--- config.mk ---
export PLATFORM = sky130hd
export DESIGN_NAME = operand_entry_fsm
export DESIGN_NICKNAME = d
export VERILOG_FILES = /design/src/rtl/operand_entry_fsm.sv
export SDC_FILE = /design/constraint.sdc
export NUM_CORES = 1
export LEC_CHECK = 0
export ABC_AREA = 1
export BUFFER_PORTS_ARGS = -buffer_cell sky130_fd_sc_hd__buf_2
export CAP_MARGIN = 0
export CORE_MARGIN = 2
export CORE_UTILIZATION = 30
export CTS_BUF_LIST = sky130_fd_sc_hd__clkbuf_4
export DETAILED_ROUTE_END_ITERATION = 8
export PLACE_DENSITY = 0.55
export SYNTH_ARGS = -nofsm -noshare
export SYNTH_HDL_FRONTEND = slang
export SYNTH_SLANG_ARGS = --single-unit
export TNS_END_PERCENT = 50
--- constraint.sdc ---
create_clock -name clk -period 1.7 [get_ports clk]
set_input_delay 0.255 -clock clk [delete_from_list [all_inputs] [get_ports clk]]
set_output_delay 0.255 -clock clk [all_outputs]
set_load 0.02 [all_outputs]
--- src/rtl/operand_entry_fsm.sv ---
// Keypad-to-adder operand entry: assembles two hex operands from key events
// and hands them to the arithmetic FSM via new_input / finish_input pulses.
module operand_entry_fsm #(
  parameter int MAX_DIGITS = 3
) (
  input  logic                      clk,
  input  logic                      rst,
  input  logic [3:0]                key_code,
  input  logic                      key_valid,
  output logic [4*MAX_DIGITS-1:0]   num1_hex,
  output logic [4*MAX_DIGITS-1:0]   num2_hex,
  output logic                      new_input,
  output logic                      finish_input,
  output logic [4*MAX_DIGITS-1:0]   display_hex,
  output logic [1:0]                state_out,
  output logic [1:0]                digit_cnt
);

  localparam int W = 4 * MAX_DIGITS;
  localparam logic [1:0] MAX_CNT = 2'(MAX_DIGITS);

  typedef enum logic [1:0] {
    OP1  = 2'd0,
    OP2  = 2'd1,
    DONE = 2'd2,
    BAD  = 2'd3
  } state_t;

  state_t       state, state_next;
  logic         kv_d;
  logic         key_event, is_enter, is_clear;
  logic [W-1:0] num1_next, num2_next;
  logic [1:0]   cnt_next;
  logic         new_next, fin_next;

  // One event per press: rising edge of the held key level.
  assign key_event = key_valid & ~kv_d;
  assign is_enter  = (key_code == 4'hE);
  assign is_clear  = (key_code == 4'hF);

  always_ff @(posedge clk or posedge rst) begin
    if (rst) begin
      state        <= OP1;
      kv_d         <= 1'b0;
      num1_hex     <= '0;
      num2_hex     <= '0;
      digit_cnt    <= '0;
      new_input    <= 1'b0;
      finish_input <= 1'b0;
    end else begin
      state        <= state_next;
      kv_d         <= key_valid;
      num1_hex     <= num1_next;
      num2_hex     <= num2_next;
      digit_cnt    <= cnt_next;
      new_input    <= new_next;
      finish_input <= fin_next;
    end
  end

  always_comb begin
    state_next = state;
    num1_next  = num1_hex;
    num2_next  = num2_hex;
    cnt_next   = digit_cnt;
    new_next   = 1'b0;
    fin_next   = 1'b0;
    if (key_event && is_clear) begin
      state_next = OP1;
      num1_next  = '0;
      num2_next  = '0;
      cnt_next   = '0;
    end else begin
      case (state)
        OP1, OP2: begin
          if (key_event) begin
            if (is_enter) begin
              if (state == OP1) begin
                state_next = OP2;
                cnt_next   = '0;
                num2_next  = '0;
              end else begin
                state_next = DONE;
                new_next   = 1'b1;
              end
            end else if (digit_cnt < MAX_CNT) begin
              if (state == OP1) num1_next = (num1_hex << 4) | W'(key_code);
              else              num2_next = (num2_hex << 4) | W'(key_code);
              cnt_next = digit_cnt + 2'd1;
            end
          end
        end
        DONE: begin
          if (key_event && is_enter) begin
            state_next = OP1;
            fin_next   = 1'b1;
            num1_next  = '0;
            num2_next  = '0;
            cnt_next   = '0;
          end
        end
        default: state_next = OP1;
      endcase
    end
  end

  always_comb begin
    state_out   = state;
    display_hex = (state == OP1) ? num1_hex : num2_hex;
  end

endmodule

# Yosys cells after proc, flatten, opt, wreduce, memory -nomap -nowiden
# Cells that the tools add are included.
dict set report classes {
  add_sub_neg 1
  order_cmp 1
  eq_ne 13
  mux 35
  bitwise_logic 4
  reduce_logical 9
}
# cell count
set op_table {}
lappend op_table {{two-way mux 12 bit} 13}
lappend op_table {{one-hot mux 12 bit (2 select lines)} 2}
lappend op_table {{bitwise OR 12 x 4 -> 12 bit} 2}
lappend op_table {{two-way mux 2 bit} 10}
lappend op_table {{!= test 3 bit, second input constant} 6}
lappend op_table {{!= test 4 bit, second input constant} 3}
lappend op_table {{AND reduction 6 bit} 2}
lappend op_table {{== test 4 bit, second input constant} 2}
lappend op_table {{two-way mux 1 bit} 8}
lappend op_table {{one-hot mux 2 bit (2 select lines)} 2}
lappend op_table {{AND reduction 5 bit} 1}
lappend op_table {{AND reduction 3 bit} 1}
lappend op_table {{nonzero test 3 bit} 1}
lappend op_table {{adder 2 x 1 -> 2 bit, second input constant} 1}
lappend op_table {{== test 2 x 1 -> 1 bit, second input constant} 1}
lappend op_table {{== test 2 bit, second input constant} 1}
lappend op_table {{logical AND 1 bit} 2}
lappend op_table {{logical NOT 2 bit} 1}
lappend op_table {{less-than comparator 2 bit, second input constant} 1}
lappend op_table {{OR reduction 2 bit} 1}
lappend op_table {{bitwise AND 1 bit} 1}
lappend op_table {{inverter 1 bit} 1}
dict set report totals {
  register_bits 31
  in_bits 7
  output_inout_bits 42
  wordCells 70
}

# Depth between registers and ports, before layout
# Gate-level depths: netlist of the first run.
dict set report depth {
  depth_word 7
  mapped_depth 10
  mapped_depth_nobuf 9
}

# Least setup slack after synthesis of the first run
# No wires, ideal clock.
dict set report synth_timing {
  path_kind {register to output}
  start {register state[0] (netlist: state_out[0])}
  end {output display_hex[0]}
  arrival_time_ns 1.347
  path_slack_ns 0.098
  stages_incl_launch_ff 4
  n_path_buf 1
  path_cell_list {dfrtp_1 nor2_1 clkbuf_1 o21ai_0}
}
dict set report synth_between {
  elab_chain_cells 2
}
# item line_no
set synth_rtl {}
lappend synth_rtl {{from (decl)} 29} ;# state_t state, state_next;
lappend synth_rtl {{from (signal assigned)} 51} ;# state <= state_next;
lappend synth_rtl {{logical NOT 2 bit} 109} ;# display_hex = (state == OP1) ? num1_hex : num2_hex;
lappend synth_rtl {{two-way mux 12 bit} 109}
lappend synth_rtl {{to (decl)} 14} ;# output logic [4*MAX_DIGITS-1:0] display_hex,
# No other way between the ends.

# Worst setup path after layout of the first run
dict set report layout_timing {
  start {register state[0] (netlist: state_out[0])}
  end {output display_hex[10]}
}
# The elaborated chain is that of the path after synthesis.

==> results of run 1 <==
## cell usage after synthesis
cell,count
ha_1,1
inv_1,27
dfrtp_1,31
o21ai_0,10
buf_4,2
nand2_2,4
a21oi_1,1
nand3_2,3
o21ai_1,2
nand3_1,30
buf_2,6
nand4_1,2
buf_6,1
nand2_1,80
inv_2,7
mux2_2,4
nor2_2,6
nor2_1,33
clkinv_1,1
clkbuf_1,1
## layer usage
layer / share of wire / GRT usage / up-vias
met1: 0.49 / 0.224 / 783
li1: - / - / 897
met2: 0.45 / 0.247 / 35
met3: 0.046 / 0.0444 / 5
met4: 0.010 / 0.0407 / 0
met5: 0 / 0 / -
## through the flow
stage	cell area (um^2)	TNS, ns	instances	total power, mW
5_1_grt	2310	-0.824	384	4.83
2_1_floorplan	1770	0	252	2.86
3_3_place_gp	2140	0	372	3.71
3_5_place_dp	2140	0	372	3.73
4_1_cts	2310	-0.389	385	4.46
6_report	2310	-0.241	384	4.46
## power groups by stage
| stage | Sequential [mW] | Clock, mW | Combinational (mW) |
|---|---|---|---|
| after floorplan | 1.62 | 0 | 1.24 |
| after global placement | 1.33 | 0 | 2.38 |
| after detailed placement | 1.32 | 0 | 2.41 |
| after CTS | 1.32 | 0.421 | 2.72 |
| after global routing | 1.36 | 0.451 | 3.02 |
| final | 1.32 | 0.401 | 2.74 |
## worst min-delay path by stage
stage / from / end / cells after the start
2_1_floorplan: key_valid / kv_d / 0
4_1_cts: key_valid / kv_d / 1
5_1_grt: key_valid / kv_d / 1
3_5_place_dp: rst / finish_input / 3
6_report: key_valid / kv_d / 1
3_3_place_gp: rst / finish_input / 3
## final cells by class
class | instances | area share
inverters | 35 | 0.0568
well taps | 72 | 0.0389
multi-input cells | 176 | 0.361
clock inverters | 2 | 0.00379
clock buffers | 5 | 0.0162
repair buffers | 63 | 0.188
flip-flops and latches | 31 | 0.335
## worst max-delay path: stages (launching register included)
cell     delay, ns
dfrtp_1       0.43
nor2_4        0.16
buf_12        0.14
mux2_4        0.30
buf_6         0.13
## logic make-up (layout without fill, tap and decap cells)
| family | Yosys count | after routing | share of synthesized area |
|---|---|---|---|
| flip-flops | 31 | 31 | 0.438 |
| multiplexers | 4 | 4 | 0.0255 |
| buffers and inverters | 45 | 105 | 0.108 |
| AO/OA/AOI/OAI | 13 | 13 | 0.0368 |
| AND/OR/NAND/NOR | 158 | 158 | 0.384 |
| adder cells (fa/ha/maj) | 1 | 1 | 0.00707 |
## flip-flops by register name (all words and copies together), names as in the netlist
register / flops
digit_cnt: 2
finish_input: 1
kv_d: 1
new_input: 1
num1_hex: 12
num2_hex: 12
state_out: 2
## what timing repair did
item | CTS | global route
endpoints found under the hold margin | 22 | 0
pin swaps | 1 | 1
gates resized for setup | 19 | 16
setup buffers | 4 | 0
hold buffers | 1 | 0
gates cloned | 1 | 0
endpoints found under the setup margin | 12 | 12
==> metrics, run 1 <==
max-cap violation count 0; Netlist cell types 20; Hold Slack 0.0589 ns; multi-input logic area 836 um^2; largest net degree at the start of global routing 32; final cycle utilization of the critical path 1.03; top-area cell type share of the netlist area 0.438; max-slew violations 0; number of buffers created by CTS 5; static leakage 1.35 nW; Slew headroom 0.730; switching power 2.16 mW; DR vias 1720; cell taking the most area after synthesis dfrtp_1; min Tclk post-route 1.75 ns; Crit Path Class reg -> out; FF+latch count, synth 31; Power Dens Cells 1930 nW/um^2; Avg Cell Area, Syn 7.02 um^2; commonest non-fill, non-tap cell in the layout nand2_1; Comb power frac 0.614; synthesized area 1770 um^2; antenna cell count 0; Net count, final 320; Final Worst Setup Slack -0.0542 ns; Max Fclk 0.570 GHz; VDD IR max 788 uV; Critical Path Fanout Max 8; Crit path required time 1.44 ns; vias per cell 4.48; gr usage total 0.160; commonest non-fill, non-tap cells in the layout 80 x nand2_1, 37 x buf_2, 32 x nor2_1; Initial Util 0.315; Slew @ Worst Pin 0.404 ns; Chip Height 80.8 um; switching share of power 0.484; TritonCTS clock tree yes; hold violation total from the final report 0; Max clock buf depth 2; GP Congestion 0.829; Total Wirelength 4780 um; Final Skew 0.00832 ns; FF-to-FF setup slack 0.15 ns; fillers 614; die area 6530 um^2; Finished Core Util 0.413; Sink Count 31; I/O Buffers 48; WL per Instance 12.5 um; grt ovf 0; first-pass GRT wire length 8000 um; internal cell power 2.30 mW; sequential share of power 0.295; R2R Path End num2_hex[4]; row count 27; die width 80.8 um; Placement Setup Slack 0.155 ns; RR Startpoint state_out[0]; post-synthesis cell count 252; Seq/Total Area, Yosys 0.438; HP Class in -> reg; initial antenna violation count 0; # setup viols final 7; Critical Path AT 1.50 ns; clock insertion delay at the later pin of the skew report 0.33 ns; Clock Root Buffer clkbuf_4; area grow syn2layout 30.8%; leading post-synthesis cells by cell area dfrtp_1 44%, nand2_1 17%, nand3_1 8.5%, nor2_1 7.0%, inv_1 5.7%; core footprint 5610 um^2; Routed Antenna Nets 0; violated checks setup timing; Clk pwr share 0.090; Top Ports 49; number of global-route vias before repair 1620; Post-Syn Nets 260; DRT Pass-1 Iters 4; nature of the critical path startpoint register; Initial DRC Count 63; crit path to display_hex[10]; H-tree lvl count 2; status finished with violations; Synth Warn # 0; Residual DRC 0; Seq. cell area 776 um^2; nature of the critical path endpoint output port; post-DP HPWL 3420 um; Reg2Reg Depth 11; layout cells sized above 1 0.308; Clock Pin Slew Worst Setup and Hold Paths 0.10 ns; CP Launch Point state_out[0]; RSZ-0062 raised after global routing yes
Power figures use the tool's default switching activity.
==> inputs of run 2 (changes only) <==
Settings changed: CTS_BUF_LIST sky130_fd_sc_hd__clkbuf_4 to sky130_fd_sc_hd__clkbuf_2 sky130_fd_sc_hd__clkbuf_4 sky130_fd_sc_hd__clkbuf_8.
==> run 2 against run 1 <==
The run still ends with setup timing left. Largest cell class unchanged. Largest power group unchanged. Non-clock buffer count is 1 lower. Worst hold slack worse by 0.016 ns. Clock skew is 0.0072 ns lower. Final cell count is 0.26% lower. Highest routed layer unchanged. Die area stayed put.
==> metrics, run 2 (synthesis results as in run 1) <==
HP Class in -> async; layout cells sized above 1 0.302 (-0.00544); vias per cell 4.51 (+0.67%); Chip Height 80.8 um (unchanged); TritonCTS clock tree yes; number of global-route vias before repair 1631 (+0.68%); Crit Path Class reg -> out; Clock Root Buffer clkbuf_8; Residual DRC 0 (unchanged); area grow syn2layout 32.5%; Finished Core Util 0.418 (+0.00535); placed cell areas 2140 um^2 (unchanged); Final Skew 0.00111 ns (-0.00721 ns); routing usage on met1 0.232 (+0.00733); row count 27 (unchanged); Critical Path Fanout Max 8 (unchanged); final std cells w/o fill 383 (-0.26%); Slew headroom 0.718 (-0.0126); violated checks setup timing; Regs by FF count num1_hex (12), num2_hex (12); first-pass GRT wire length 8120 um (+1.5%); Routed Antenna Nets 0 (unchanged); # setup viols final 5 (-2); DR vias 1727 (+0.41%); WL per Instance 12.7 um (+2.0%); setup tns final -0.0330 ns (+0.208 ns); H-tree lvl count 2 (unchanged); Net count, final 319 (-0.31%); post-DP HPWL 3420 um (unchanged); I/O Buffers 48 (unchanged); Final Cell Area 2340 um^2 (+1.3%); largest net degree at the start of global routing 32 (unchanged); Max clock buf depth 2 (unchanged); clock insertion delay at the later pin of the skew report 0.28 ns (-0.05 ns); gr usage total 0.164 (+0.00338); DRT Pass-1 Iters 4 (unchanged); RSZ-0062 raised after global routing yes; status finished with violations; VDD IR max 678 uV (-14%); fillers 606 (-1.3%); die width 80.8 um (unchanged); GRT busiest layer met2; number of buffers created by CTS 5 (unchanged); commonest non-fill, non-tap cells in the layout 80 x nand2_1, 40 x buf_2, 32 x nor2_1; Clock Pin Slew Worst Setup and Hold Paths 0.06 ns (-0.04 ns); Sink Count 31 (unchanged); static leakage 1.37 nW (+1.7%); grt ovf 0 (unchanged); Post-CTS Hold Fix Bufs 0 (-1); met2 Usage GRT 0.245 (-0.00167); Crit path required time 1.44 ns (about the same); min Tclk post-route 1.71 ns (-0.0398 ns); met3 GRT Util 0.0411 (-0.00333); Hold Slack 0.0429 ns (-0.0160 ns); commonest non-fill, non-tap cell in the layout nand2_1; Final Worst Setup Slack -0.0144 ns (+0.0398 ns); die area 6530 um^2 (unchanged); Initial Util 0.315 (unchanged); Slew @ Worst Pin 0.423 ns (+0.0188 ns); initial antenna violation count 0 (unchanged); nature of the critical path endpoint output port; GP Congestion 0.829 (unchanged); Max Fclk 0.583 GHz (+2.3%); antenna cell count 0 (unchanged); Power Dens Cells 1980 nW/um^2 (+2.7%); nature of the critical path startpoint register; max-slew violations 0 (unchanged); Total Wirelength 4870 um (+1.8%); Critical Path AT 1.46 ns (-0.04 ns); final cycle utilization of the critical path 1.01 (-0.0234); max-cap violation count 0 (unchanged); Top Ports 49 (unchanged); core footprint 5610 um^2 (unchanged); Initial DRC Count 104 (+65%); hold violation total from the final report 0 (unchanged); placed insts 372 (unchanged)
## run 2: changes by cell type in the layout (fill, tap and decap cells not counted), sizes merged
cell / delta
clkbuf: +1
dlygate4sd3: -1
clkinv: -1
buf: -1
bufbuf: +1
## run 2: layout make-up
type	count	area (um^2)	share of cell area
Timing Repair Buffer	62	434	0.185
Clock buffer	6	82.6	0.0352
Multi-Input combinational cell	176	825	0.352
Sequential cell	31	776	0.331
Tap cell	72	90.1	0.0384
Inverter	35	131	0.0561
Clock inverter	1	5.00	0.00214
## run 2: through the flow
| stage | setup slack [ns] | power (mW) |
|---|---|---|
| floorplan | 0.0975 | 2.86 |
| global placement | 0.165 | 3.71 |
| detailed placement | 0.155 | 3.73 |
| CTS | -0.0274 | 4.64 |
| global route | -0.0695 | 5.01 |
| finish | -0.0144 | 4.63 |
## run 2: final timing paths
kind / from / to / slack [ns] / cells past startpoint
min in group clk: key_valid / kv_d / 0.11 / 1
hold reg to reg: num2_hex[4] / num2_hex[4] / 0.49 / 2
hold / removal: rst / new_input / 0.04 / 3
setup reg to reg: state_out[0] / num2_hex[3] / 0.16 / 11
setup / recovery: state_out[0] / display_hex[10] / -0.01 / 4
max in group asynchronous: rst / state_out[1] / 1.35 / 3
## run 2: layer usage
metal / up-vias / part of all wire / wire length, um
met2: 45 / 0.46 / 2230
met3: 6 / 0.054 / 264
met5: - / 0 / 0
li1: 894 / - / -
met4: 0 / 0.0095 / 46
met1: 782 / 0.48 / 2330
## run 2: where the power goes
part	internal (mW)	switching [mW]	leakage, nW
combinational	1.14	1.59	0.926
sequential	1.03	0.288	0.400
clock	0.317	0.272	0.0470
total	2.49	2.15	1.37
## run 2: timing repair
item,in CTS,in global routing
setup buffers,3,0
pin swaps,1,1
hold endpoints to repair,0,0
gates resized for setup,16,6
endpoints found under the setup margin,10,12
cloned,1,0
## run 2: critical path: stages, from the launching register on
cell,delay (ns)
dfrtp_1,0.41
nor2_4,0.17
buf_12,0.15
mux2_4,0.31
buf_6,0.13
==> inputs of run 3 (changes only) <==
Settings changed: PLACE_DENSITY 0.55 to not set, PLACE_DENSITY_LB_ADDON set to 0.08, SKIP_LAST_GASP set to 1.
Clock period 1.7 ns to 1.9 ns, I/O delays scaled along.
==> run 3 against run 2 <==
The run now ends clean. Global-route usage is essentially flat. Register-to-register slack gained 0.10 ns. Setup slack gained 0.092 ns. Combinational power shrank 25%. Clock power grew 16%. Count of clock-buffer cells in the layout is the same. Total power shrank 16%. Flip-flop and latch count is the same. Clock skew grew 0.0054 ns. Die area is the same. First-iteration DRC count shrank 8.7%. Largest cell class unchanged.
==> metrics, run 3 (synthesis results as in run 1) <==
RSZ-0062 raised after global routing no; Critical Path Fanout Max 11 (+3); number of global-route vias before repair 1574 (-3.5%); Comb power frac 0.526 (-0.062); grt ovf 0 (unchanged); slowest cell on the critical path dfrtp_2; Post-CTS Hold Fix Bufs 0 (unchanged); Total Wirelength 4780 um (-1.9%); Initial Util 0.315 (unchanged); Regs by FF count num1_hex (12), num2_hex (12); Final Skew 0.00647 ns (+0.00536 ns); die area 6530 um^2 (unchanged); Routed Antenna Nets 0 (unchanged); initial antenna violation count 0 (unchanged); nature of the critical path endpoint output port; routing usage on met1 0.235 (+0.00376); clock insertion delay at the later pin of the skew report 0.29 ns (about the same); Top Ports 49 (unchanged); Placement Setup Slack 0.232 ns (+0.0765 ns); Crit Path Class reg -> out; antenna cell count 0 (unchanged); Hold Slack 0.0668 ns (+0.0240 ns); final cycle utilization of the critical path 0.959; Slew @ Worst Pin 0.451 ns (+0.0282 ns); area grow syn2layout 26.4%; layout cells sized above 1 0.300 (-0.00258); Critical Path AT 1.54 ns (+0.08 ns); switching share of power 0.474 (+0.0103); Clock Root Buffer clkbuf_8; number of buffers created by CTS 5 (unchanged); nature of the critical path startpoint register; die width 80.8 um (unchanged); row count 27 (unchanged); Power Dens Cells 1750 nW/um^2 (-11%); WL per Instance 12.6 um (-0.85%); setup tns final 0 ns (+0.0330 ns); Final Cell Area 2240 um^2 (-4.6%); Max Fclk 0.549 GHz; Pwr Total 3.92 mW (-16%); switching power 1.86 mW (-14%); Final Worst Setup Slack 0.0779 ns (+0.0923 ns); H-tree lvl count 2 (unchanged); Reg2Reg Depth 8 (-3); VDD IR max 584 uV (-14%); gr usage total 0.164 (+0.000201); first-pass GRT wire length 8040 um (-1.0%); GRT busiest layer met2; max-slew violations 0 (unchanged); Max clock buf depth 2 (unchanged); DR vias 1684 (-2.5%); static leakage 1.31 nW (-4.4%); # setup viols final 0 (-5); Initial DRC Count 95 (-8.7%); met2 Usage GRT 0.246 (+0.000833); commonest non-fill, non-tap cells in the layout 80 x nand2_1, 49 x buf_2, 32 x nor2_1; I/O Buffers 48 (unchanged); fillers 624 (+3.0%); commonest non-fill, non-tap cell in the layout nand2_1; min Tclk post-route 1.82 ns; DRT Pass-1 Iters 4 (unchanged); hold violation total from the final report 0 (unchanged); critical-path cell list nor2_4 -> buf_6 -> mux2_2 -> buf_2; TritonCTS clock tree yes; max incr delay on CP 0.45 ns (+0.04 ns); status finished, final reports clean; Clock Pin Slew Worst Setup and Hold Paths 0.07 ns (about the same); post-DP HPWL 3510 um (+2.6%); sequential share of power 0.300 (+0.016); met3 GRT Util 0.0378 (-0.00333); GP Congestion 0.811 (-2.1%); Sink Count 31 (unchanged); placed cell areas 2090 um^2 (-2.2%); max-cap violation count 0 (unchanged); Clk pwr share 0.174 (+0.047); vias per cell 4.44 (-1.5%); Slew headroom 0.698 (-0.0195); Chip Height 80.8 um (unchanged); largest net degree at the start of global routing 32 (unchanged); HP Class in -> async; Net count, final 314 (-1.6%); internal cell power 2.06 mW (-17%); Residual DRC 0 (unchanged); core footprint 5610 um^2 (unchanged); Crit path required time 1.62 ns (+0.18 ns)
-- run 3: cell types whose count changed in the layout (fill, tap and decap cells not counted), sizes merged --
cell	delta
buf	-4
bufbuf	-1
bufinv	+1
-- run 3: layout make-up --
cell class	instances	area, um^2	area share
flip-flops and latches	31	778	0.348
clock buffers	6	82.6	0.0369
clock inverters	2	35.0	0.0157
inverters	35	131	0.0588
multi-input cells	176	810	0.362
repair buffers	57	309	0.138
well taps	72	90.1	0.0403
-- run 3: worst paths after layout --
| check | endpoint | slack (ns) | start |
|---|---|---|---|
| worst max-delay path | display_hex[8] | 0.08 | state_out[1] |
| worst min-delay path | num2_hex[6] | 0.07 | rst |
| worst max register to register | num1_hex[9] | 0.26 | digit_cnt[0] |
| worst min register to register | num2_hex[0] | 0.49 | num2_hex[0] |
| max in group asynchronous | state_out[1] | 1.50 | rst |
| min in group clk | kv_d | 0.13 | key_valid |
-- run 3: metrics by stage --
| step | utilization | std cells |
|---|---|---|
| floorplan | - | 252 |
| global placement | 0.373 | 369 |
| detailed placement | 0.373 | 369 |
| CTS | 0.397 | 378 |
| global route | 0.399 | 379 |
| finish | 0.399 | 379 |
-- run 3: power by group through the flow --
| stage | clock network [mW] | registers, mW | logic [mW] |
|---|---|---|---|
| final | 0.682 | 1.18 | 2.06 |
| after CTS | 0.697 | 1.20 | 2.07 |
| after detailed placement | 0 | 1.20 | 2.02 |
| after global placement | 0 | 1.19 | 2.02 |
| after floorplan | 0 | 1.45 | 1.11 |
| after global routing | 0.721 | 1.22 | 2.31 |
-- run 3: per-layer routing --
metal / vias up / share of wire
met5: - / 0
met4: 0 / 0.013
met3: 6 / 0.039
met2: 32 / 0.44
met1: 760 / 0.51
li1: 886 / -
-- run 3: repair_timing --
item,in CTS,in global routing
buffers inserted,0,1
gates cloned,1,0
gates resized for setup,4,1
setup endpoints to repair,4,4
-- run 3: critical path: cells and delay by family (launching register included) --
family / cells / cell delay [ns]
and+or+nand+nor: 1 / 0.13
muxes: 1 / 0.34
DFF: 1 / 0.45
buffers and inverters: 2 / 0.33
